**src/rtl/mc_ctrl_pkg.sv**
```systemverilog
`default_nettype none
// ============================================================================
// Module   : mc_ctrl_pkg
// Purpose  : Shared encodings for the MIPS-lite multi-cycle controller:
//            FSM state codes, opcode/funct values, ALU operation codes,
//            next-PC / register-destination / write-data select codes and
//            the one-hot instruction-class vector produced by mc_decode.
// Ports    : none (package)
// Revision : 1.0  initial release
// ============================================================================
package mc_ctrl_pkg;

    // FSM states; codes 5..7 are unused and recover to FETCH
    typedef enum logic [2:0] {
        S_FETCH  = 3'd0,
        S_DECODE = 3'd1,
        S_EXEC   = 3'd2,
        S_MEM    = 3'd3,
        S_WB     = 3'd4
    } state_t;

    // Primary opcodes (IR[31:26])
    localparam logic [5:0] OP_RTYPE = 6'h00;
    localparam logic [5:0] OP_ORI   = 6'h0d;
    localparam logic [5:0] OP_LW    = 6'h23;
    localparam logic [5:0] OP_SW    = 6'h2b;
    localparam logic [5:0] OP_BEQ   = 6'h04;
    localparam logic [5:0] OP_LUI   = 6'h0f;
    localparam logic [5:0] OP_JAL   = 6'h03;

    // R-type function codes (IR[5:0])
    localparam logic [5:0] FN_ADDU  = 6'h21;
    localparam logic [5:0] FN_SUBU  = 6'h23;
    localparam logic [5:0] FN_JR    = 6'h08;

    // ALU operations
    localparam logic [2:0] ALU_ADD  = 3'd0;
    localparam logic [2:0] ALU_SUB  = 3'd1;
    localparam logic [2:0] ALU_OR   = 3'd2;
    localparam logic [2:0] ALU_LUI  = 3'd3;

    // Next-PC source
    localparam logic [1:0] PC_SEL_PC4    = 2'd0;
    localparam logic [1:0] PC_SEL_BRANCH = 2'd1;
    localparam logic [1:0] PC_SEL_JUMP   = 2'd2;
    localparam logic [1:0] PC_SEL_RS     = 2'd3;

    // GRF write-address source
    localparam logic [1:0] REG_DST_RT = 2'd0;
    localparam logic [1:0] REG_DST_RD = 2'd1;
    localparam logic [1:0] REG_DST_RA = 2'd2;

    // GRF write-data source
    localparam logic [1:0] WD_SEL_ALU = 2'd0;
    localparam logic [1:0] WD_SEL_MDR = 2'd1;
    localparam logic [1:0] WD_SEL_PC  = 2'd2;

    // One-hot instruction class; exactly one field is set for any op/funct
    typedef struct packed {
        logic addu;
        logic subu;
        logic ori;
        logic lw;
        logic sw;
        logic beq;
        logic lui;
        logic jal;
        logic jr;
        logic nop;
    } instr_class_t;

endpackage
`default_nettype wire

```
**src/rtl/mc_decode.sv**
```systemverilog
`default_nettype none
// ============================================================================
// Module   : mc_decode
// Purpose  : Combinational instruction classifier. Maps op/funct to a
//            one-hot class vector; anything unrecognised (including the
//            all-zero nop) is classed as nop.
// Ports    : op_i    [5:0]  IR[31:26]
//            funct_i [5:0]  IR[5:0]
//            cls_o          one-hot instruction class
// Revision : 1.0  initial release
// ============================================================================
module mc_decode
    import mc_ctrl_pkg::*;
(
    input  logic [5:0]   op_i,
    input  logic [5:0]   funct_i,
    output instr_class_t cls_o
);

    always_comb begin
        cls_o = '0;
        unique case (op_i)
            OP_RTYPE: begin
                unique case (funct_i)
                    FN_ADDU: cls_o.addu = 1'b1;
                    FN_SUBU: cls_o.subu = 1'b1;
                    FN_JR:   cls_o.jr   = 1'b1;
                    default: cls_o.nop  = 1'b1;
                endcase
            end
            OP_ORI:  cls_o.ori = 1'b1;
            OP_LW:   cls_o.lw  = 1'b1;
            OP_SW:   cls_o.sw  = 1'b1;
            OP_BEQ:  cls_o.beq = 1'b1;
            OP_LUI:  cls_o.lui = 1'b1;
            OP_JAL:  cls_o.jal = 1'b1;
            default: cls_o.nop = 1'b1;
        endcase
    end

endmodule
`default_nettype wire

```
**src/rtl/mc_ctrl.sv**
```systemverilog
`default_nettype none
// ============================================================================
// Module   : mc_ctrl
// Purpose  : Multi-cycle control FSM for the MIPS-lite CPU. Sequences
//            FETCH/DECODE/EXEC/MEM/WB, drives every datapath write enable
//            and mux select, and counts retired instructions.
// Ports    : clk, reset          clock, synchronous active-high reset
//            op, funct, zero     IR fields and ALU equal flag
//            pc_init             constant reset PC for the datapath
//            pc_we, pc_sel       PC update enable / source
//            ir_we, ab_we        IR load, A/B operand latch
//            alu_op, alu_b_sel   ALU function / operand-B source
//            ext_op              immediate extension mode
//            mdr_we, dm_we       MDR latch, data-memory write
//            grf_we, reg_dst,    register-file write enable, address and
//            wd_sel              data source
//            retire, instr_cnt   completion pulse, retired count
//            state_o             current FSM state (debug)
// Revision : 1.0  initial release
// ============================================================================
module mc_ctrl
    import mc_ctrl_pkg::*;
#(
    parameter logic [31:0] RESET_PC = 32'h0000_3000,
    parameter int          CNT_W    = 32
) (
    input  logic             clk,
    input  logic             reset,
    input  logic [5:0]       op,
    input  logic [5:0]       funct,
    input  logic             zero,
    output logic [31:0]      pc_init,
    output logic             pc_we,
    output logic [1:0]       pc_sel,
    output logic             ir_we,
    output logic             ab_we,
    output logic [2:0]       alu_op,
    output logic             alu_b_sel,
    output logic             ext_op,
    output logic             mdr_we,
    output logic             dm_we,
    output logic             grf_we,
    output logic [1:0]       reg_dst,
    output logic [1:0]       wd_sel,
    output logic             retire,
    output logic [CNT_W-1:0] instr_cnt,
    output logic [2:0]       state_o
);

    state_t            state_q;
    state_t            state_d;
    logic [CNT_W-1:0]  instr_cnt_q;
    instr_class_t      w_cls;

    mc_decode u_decode (
        .op_i    (op),
        .funct_i (funct),
        .cls_o   (w_cls)
    );

    assign pc_init   = RESET_PC;
    assign instr_cnt = instr_cnt_q;
    assign state_o   = state_q;

    always_ff @(posedge clk) begin
        if (reset) begin
            state_q <= S_FETCH;
        end else begin
            state_q <= state_d;
        end
    end

    // retire is already forced low while reset is high, so the counter
    // cannot step on a reset cycle even before the clear takes priority.
    always_ff @(posedge clk) begin
        if (reset) begin
            instr_cnt_q <= '0;
        end else if (retire) begin
            instr_cnt_q <= instr_cnt_q + CNT_W'(1);
        end
    end

    always_comb begin
        state_d   = S_FETCH;
        pc_we     = 1'b0;
        pc_sel    = PC_SEL_PC4;
        ir_we     = 1'b0;
        ab_we     = 1'b0;
        alu_op    = ALU_ADD;
        alu_b_sel = 1'b0;
        ext_op    = 1'b0;
        mdr_we    = 1'b0;
        dm_we     = 1'b0;
        grf_we    = 1'b0;
        reg_dst   = REG_DST_RT;
        wd_sel    = WD_SEL_ALU;
        retire    = 1'b0;

        case (state_q)
            S_FETCH: begin
                ir_we   = 1'b1;
                pc_we   = 1'b1;
                pc_sel  = PC_SEL_PC4;
                state_d = S_DECODE;
            end

            S_DECODE: begin
                ab_we = 1'b1;
                if (w_cls.jal) begin
                    // PC already holds PC+4 here, which is the link value
                    pc_we   = 1'b1;
                    pc_sel  = PC_SEL_JUMP;
                    grf_we  = 1'b1;
                    reg_dst = REG_DST_RA;
                    wd_sel  = WD_SEL_PC;
                    retire  = 1'b1;
                    state_d = S_FETCH;
                end else if (w_cls.jr) begin
                    pc_we   = 1'b1;
                    pc_sel  = PC_SEL_RS;
                    retire  = 1'b1;
                    state_d = S_FETCH;
                end else if (w_cls.nop) begin
                    retire  = 1'b1;
                    state_d = S_FETCH;
                end else begin
                    state_d = S_EXEC;
                end
            end

            S_EXEC: begin
                if (w_cls.beq) begin
                    alu_op    = ALU_SUB;
                    alu_b_sel = 1'b0;
                    if (zero) begin
                        pc_we  = 1'b1;
                        pc_sel = PC_SEL_BRANCH;
                    end
                    retire  = 1'b1;
                    state_d = S_FETCH;
                end else if (w_cls.lw || w_cls.sw) begin
                    alu_op    = ALU_ADD;
                    alu_b_sel = 1'b1;
                    ext_op    = 1'b1;
                    state_d   = S_MEM;
                end else if (w_cls.addu || w_cls.subu) begin
                    alu_op    = w_cls.subu ? ALU_SUB : ALU_ADD;
                    alu_b_sel = 1'b0;
                    state_d   = S_WB;
                end else if (w_cls.ori) begin
                    alu_op    = ALU_OR;
                    alu_b_sel = 1'b1;
                    ext_op    = 1'b0;
                    state_d   = S_WB;
                end else if (w_cls.lui) begin
                    alu_op    = ALU_LUI;
                    alu_b_sel = 1'b1;
                    state_d   = S_WB;
                end else begin
                    state_d = S_FETCH;
                end
            end

            S_MEM: begin
                if (w_cls.lw) begin
                    mdr_we  = 1'b1;
                    state_d = S_WB;
                end else if (w_cls.sw) begin
                    dm_we   = 1'b1;
                    retire  = 1'b1;
                    state_d = S_FETCH;
                end else begin
                    state_d = S_FETCH;
                end
            end

            S_WB: begin
                grf_we  = 1'b1;
                retire  = 1'b1;
                state_d = S_FETCH;
                if (w_cls.addu || w_cls.subu) begin
                    reg_dst = REG_DST_RD;
                    wd_sel  = WD_SEL_ALU;
                end else if (w_cls.lw) begin
                    reg_dst = REG_DST_RT;
                    wd_sel  = WD_SEL_MDR;
                end else begin
                    reg_dst = REG_DST_RT;
                    wd_sel  = WD_SEL_ALU;
                end
            end

            default: begin
                state_d = S_FETCH;
            end
        endcase

        // A reset cycle must never commit a partial write, whatever state
        // the instruction had reached.
        if (reset) begin
            pc_we  = 1'b0;
            ir_we  = 1'b0;
            ab_we  = 1'b0;
            mdr_we = 1'b0;
            dm_we  = 1'b0;
            grf_we = 1'b0;
            retire = 1'b0;
        end
    end

endmodule
`default_nettype wire

```
**config.mk**
```make
export PLATFORM = sky130hd
export DESIGN_NAME = mc_ctrl
export DESIGN_NICKNAME = d
export VERILOG_FILES = /design/src/rtl/mc_ctrl_pkg.sv /design/src/rtl/mc_decode.sv /design/src/rtl/mc_ctrl.sv
export SDC_FILE = /design/constraint.sdc
export NUM_CORES = 1
export LEC_CHECK = 0
export BUFFER_PORTS_ARGS = -buffer_cell sky130_fd_sc_hd__buf_2
export CAP_MARGIN = 40
export CORE_AREA = 4 4 79 81
export DETAILED_ROUTE_END_ITERATION = 10
export DIE_AREA = 0 0 83 85
export PLACE_DENSITY_LB_ADDON = 0.1
export SETUP_SLACK_MARGIN = 0.02
export SYNTH_ARGS = -nofsm -noshare
export SYNTH_HDL_FRONTEND = slang
export SYNTH_SLANG_ARGS = --single-unit
```
**constraint.sdc**
```tcl
create_clock -name clk -period 2.27 [get_ports clk]
set_input_delay 0.3405 -clock clk [delete_from_list [all_inputs] [get_ports clk]]
set_output_delay 0.3405 -clock clk [all_outputs]
set_load 0.005 [all_outputs]
```
# Yosys cells after proc, flatten, opt, wreduce, memory -nomap -nowiden
# Cells that the tools add are included.
word_totals:
  out_inout_bits: 85
  in_bits: 15
  regBits: 35
  wordCells: 98
op_classes:
  n_addsub: 1
  reduce_logical: 6
  mux: 76
  eq_ne: 13
ops:
  columns: ["cell", "n"]
  rows:
  - ["two-way mux 1 bit", 49]
  - ["adder 32 x 1 -> 32 bit, second input constant", 1]
  - ["two-way mux 2 bit", 13]
  - ["equality test 6 bit, second input constant", 4]
  - ["equality test 6 x 4 -> 1 bit, second input constant", 3]
  - ["two-way mux 3 bit", 6]
  - ["one-hot mux 2 bit (2 select lines)", 3]
  - ["one-hot mux 3 bit (4 select lines)", 1]
  - ["equality test 3 x 2 -> 1 bit, second input constant", 2]
  - ["equality test 6 x 2 -> 1 bit, second input constant", 1]
  - ["equality test 6 x 3 -> 1 bit, second input constant", 1]
  - ["zero test 6 bit", 1]
  - ["OR reduction 6 bit", 1]
  - ["one-hot mux 1 bit (2 select lines)", 2]
  - ["one-hot mux 1 bit (4 select lines)", 1]
  - ["equality test 3 x 1 -> 1 bit, second input constant", 1]
  - ["equality test 3 bit, second input constant", 1]
  - ["zero test 3 bit", 1]
  - ["one-hot mux 1 bit (3 select lines)", 1]
  - ["OR reduction 3 bit", 1]
  - ["logical OR 1 bit", 2]

# Depth between registers and ports, before layout
logic_depth:
  depth_word: 9
  mapped_depth: 9
  mapped_depth_nobuf: 6

# By module
# A second synthesis with hierarchy kept.
unflattened:
  hier_cells: 302
  area_unflattened_um2: 2359.8
modules_own_cells:
  columns: ["module", "seq_area_each_um2", "instances", "area_per_inst_um2", "cells_each"]
  rows:
  - ["mc_ctrl", 700.7, 1, 2197.1, 274]
  - ["mc_decode", 0.0, 1, 162.7, 28]

# Worst setup path before layout
# Ideal clock, no wire load.
synth_timing:
  kind: "in2out"
  from: "input op[3]"
  to: "output retire"
  stages: 8
  arrival_time_ns: 1.942
  path_slack_ns: -0.013
  required_time_ns: 1.929
  n_path_buf: 3
  cell_sequence: "buf_2 -> nor3_1 -> nand2b_1 -> a32o_2 -> a2111oi_4 -> buf_2 -> buf_4 -> inv_1"
synth_between:
  elab_chain_cells: 8
  word_cells_on_any_way: 22
  cone_classes: "eq/ne: 6; mux: 14; reduce/logical: 2"
synth_lines:
  columns: ["element", "line_no", "text"]
  rows:
  - ["start: declaration", "mc_ctrl.sv:29", "input logic [5:0] op,"]
  - ["equality test 6 x 4 -> 1 bit, or another cell as far along", "mc_decode.sv:22", "unique case (op_i)"]
  - ["OR reduction 6 bit (no line)", null, null]
  - ["one-hot mux 1 bit (2 select lines)", "mc_decode.sv:22", null]
  - ["two-way mux 1 bit", "mc_ctrl.sv:123", "end else if (w_cls.nop) begin"]
  - ["two-way mux 1 bit", "mc_ctrl.sv:118", "end else if (w_cls.jr) begin"]
  - ["two-way mux 1 bit", "mc_ctrl.sv:109", "if (w_cls.jal) begin"]
  - ["one-hot mux 1 bit (4 select lines) *", "mc_ctrl.sv:99", "case (state_q)"]
  - ["two-way mux 1 bit *", "mc_ctrl.sv:200", "if (reset) begin"]
  - ["end: declaration", "mc_ctrl.sv:45", "output logic retire,"]
# Every way passes the cells marked *; elsewhere a longest branch is shown, timed or not.

# Final worst setup path
# Ends and elaborated chain as after synthesis.

==> qor.yml <==
status:
  status: "complete, no violations"
worst_setup_path:
  rr_startpoint: "state_o[0]"
  path_cells: "buf_8 -> buf_6 -> nor3_4 -> nand2b_1 -> a32o_2 -> a2111oi_4 -> clkbuf_16 -> inv_4 -> buf_6"
  path_class: "in2out"
  path_buf_inv: 5
  cp.arrival_ns: 1.87
  crit_fanout: 3
  reg2reg_to: "instr_cnt[9]"
  crit_path_start_kind: "input port"
  worstPathRequired_ns: 1.93
  cp-end-kind: "output pin"
  rr_worst_depth: 9
  cp_slowest_cell: "a2111oi_4"
  slowest_delay_ns: 0.42
  crit_top_cell: "buf_6"
  rrSetupSlack_ns: 0.17
  cp_top_family: "compound AO/OA/AOI/OAI gates"
logic_synthesis:
  mappedNetlistArea_um2: 2360
  yosysSeqAreaShare_pct: 29.7
  yosys_register_bits: 35
  ys_types: 43
  synth_ff_type: "dfxtp_1"
  synthTopCellsByArea: "dfxtp_1 30%, buf_4 11%, a21oi_1 6.8%"
  synth_top_cell_by_area: "dfxtp_1"
  yosysWarnings: 0
  synth_top_area_share_pct: 29.7
  synthArstFlopShare_pct: 0
  synth_cells: 308
  synth_edf_count: 0
  synthTopCellsByCount: "35 x buf_4, 35 x dfxtp_1, 32 x a21oi_1"
  synth_area_per_cell_um2: 7.65
clock_tree:
  clock_path_buffers: 2
  cts-buffers-inserted: 5
  cts_tree: "yes"
  root_buffer: "clkbuf_8"
  h-tree-depth: 2
  cts_sinks: 35
  cts_hold_buf: 0
  clock_latency_ns: 0.29
  clk_pin_slew_ns: 0.07
timing:
  slew_violations: 0
  post-route-period-util_pct: 97.5
  grt_setup_unrepaired: "true"
  fin_crit_ns: 2.21
  skew_ns: 0.0134
  hold_viol_final: 0
  holdWs_ns: 0.401
  max_freq_mhz: 452
  setup_violations: 0
power:
  p_leak_nw: 1.26
  p_per_area_nw_per_um2: 463
  p_total_mw: 1.40
  irDropWorstVdd_mv: 0.297
worst_hold_path:
  whs_path_depth: 3
  whs_endpoint: "state_o[1]"
  hp-start: "op[4]"
  hp-class: "in2reg"
cells_and_area:
  fin_nets: 406
  antenna_cells: 0
  num-fill-cells: 553
  drive_gt1_share_pct: 32.7
  final_area_um2: 3030
  syn2layout_area_growth_pct: 28.5
global_route:
  grt_max_degree: 36
  grt_pass1_vias: 2244
  track_usage_pct: 17.6
  grt_overflow: 0
  grt_pass1_wl_um: 10500
  antenna_found_initial: 0
route:
  vias: 2456
  ant_nets: 0
  drt-vias-per-instance: 5.30
  wirelength_um: 6430
  firstDrtPassIters: 4
  wl_per_cell_um: 13.9
  drt_iter0_drc: 93
  drcViolationCount: 0
die:
  die-area_um2: 7060
  rows: 27
  core-area_um2: 5470
  die_w_um: 83
  boundaryPins: 100
  die_h_um: 85
  initial_core_util_pct: 43.1
placement:
  hpwlAfterDp_um: 4750
  place_area_um2: 2760
  port-buffer-count: 66
  gp_congestion: 0.859
job:
  maxCapViolCount: 0
## worst max-delay path by stage
stage / end / from / slack (ns) / cells past startpoint
finish: retire / op[3] / 0.06 / 9
global route: retire / op[3] / -0.04 / 9
CTS: pc_sel[0] / op[3] / 0.02 / 7
detailed placement: instr_cnt[11] / op[3] / -0.13 / 9
global placement: instr_cnt[9] / op[3] / -0.03 / 8
floorplan: retire / op[3] / 0.04 / 8
## metrics by stage
stage          cells  setup WS (ns)  util (%)  setup TNS [ns]
2_1_floorplan    339         0.0364         -               0
3_3_place_gp     450        -0.0315      50.4          -0.205
3_5_place_dp     450         -0.128      50.4           -3.06
4_1_cts          461         0.0216      53.5               0
5_1_grt          463        -0.0392      55.3         -0.0392
6_report         463         0.0564      55.3               0
## worst min-delay path, stage by stage
cell,delay [ns]
buf_6,0.10
o32a_1,0.16
nor3_1,0.05
## placed cells by master, fill, tap and decap left out, types with 2 or more instances in the layout
cell and n:
a211oi_1 2, inv_1 5, nor3_1 9, buf_2 62, nand2b_1 4, or2_1 2
clkbuf_8 6, nor2_1 15, and4_1 3, or3_1 23, nor3_4 2, buf_4 30
nor4_1 3, dfxtp_2 2, o31ai_1 7, o21ai_1 2, nand4_1 15, buf_6 3
and2_1 3, and3_1 7, a21oi_1 29, nor3_2 2, nand2_1 16, a21oi_2 3
conb_1 33, nand3_1 13, dfxtp_1 32, or4_1 7, or4_4 2, o21ai_0 21
nand4b_1 4
## cells by family (layout without fill, tap and decap cells)
group / Yosys count / in the layout / share of synthesized area (%)
other: 2 / 33 / 0.319
DFF: 35 / 35 / 29.7
buffers and inverters: 59 / 111 / 15.8
muxes: 1 / 1 / 0.478
xor gates and xnor gates: 1 / 1 / 0.372
AOI/OAI and AO/OA: 70 / 70 / 17.6
adders and majority gates: 1 / 1 / 0.531
and+or+nand+nor: 139 / 139 / 35.2
## state kept, by name, summed over array words and instances (netlist names)
name	cells
instr_cnt	32
state_o	3
## routing by layer
| layer | wire length, um | vias up | share of wire (%) | track usage [%] |
|---|---|---|---|---|
| met2 | 3230 | 77 | 50 | 30.6 |
| li1 | - | 1236 | - | - |
| met3 | 410 | 5 | 6.4 | 3.79 |
| met5 | 0 | - | 0 | 0 |
| met1 | 2750 | 1138 | 43 | 22.4 |
| met4 | 44 | 0 | 0.68 | 3.71 |
## final cells by class
type | instances | area (um2) | area share, %
flip-flops and latches | 35 | 707 | 23.3
multi-input cells | 245 | 1480 | 48.9
well taps | 72 | 90.1 | 2.97
inverters | 6 | 25.0 | 0.826
clock buffers | 6 | 82.6 | 2.73
clock inverters | 2 | 35.0 | 1.16
repair buffers | 97 | 609 | 20.1
## timing repair
| action | in CTS | in global routing |
|---|---|---|
| cloned | 1 | 0 |
| gates resized for setup | 3 | 28 |
| setup endpoints to repair | 2 | 35 |
| pin swaps | 1 | 12 |
| setup buffers | 2 | 3 |
## power breakdown
group / internal, mW / switching, mW
clock: 0.355 / 0.231
combinational: 0.0831 / 0.107
sequential: 0.619 / 0.00906
Power figures use the tool's default switching activity.
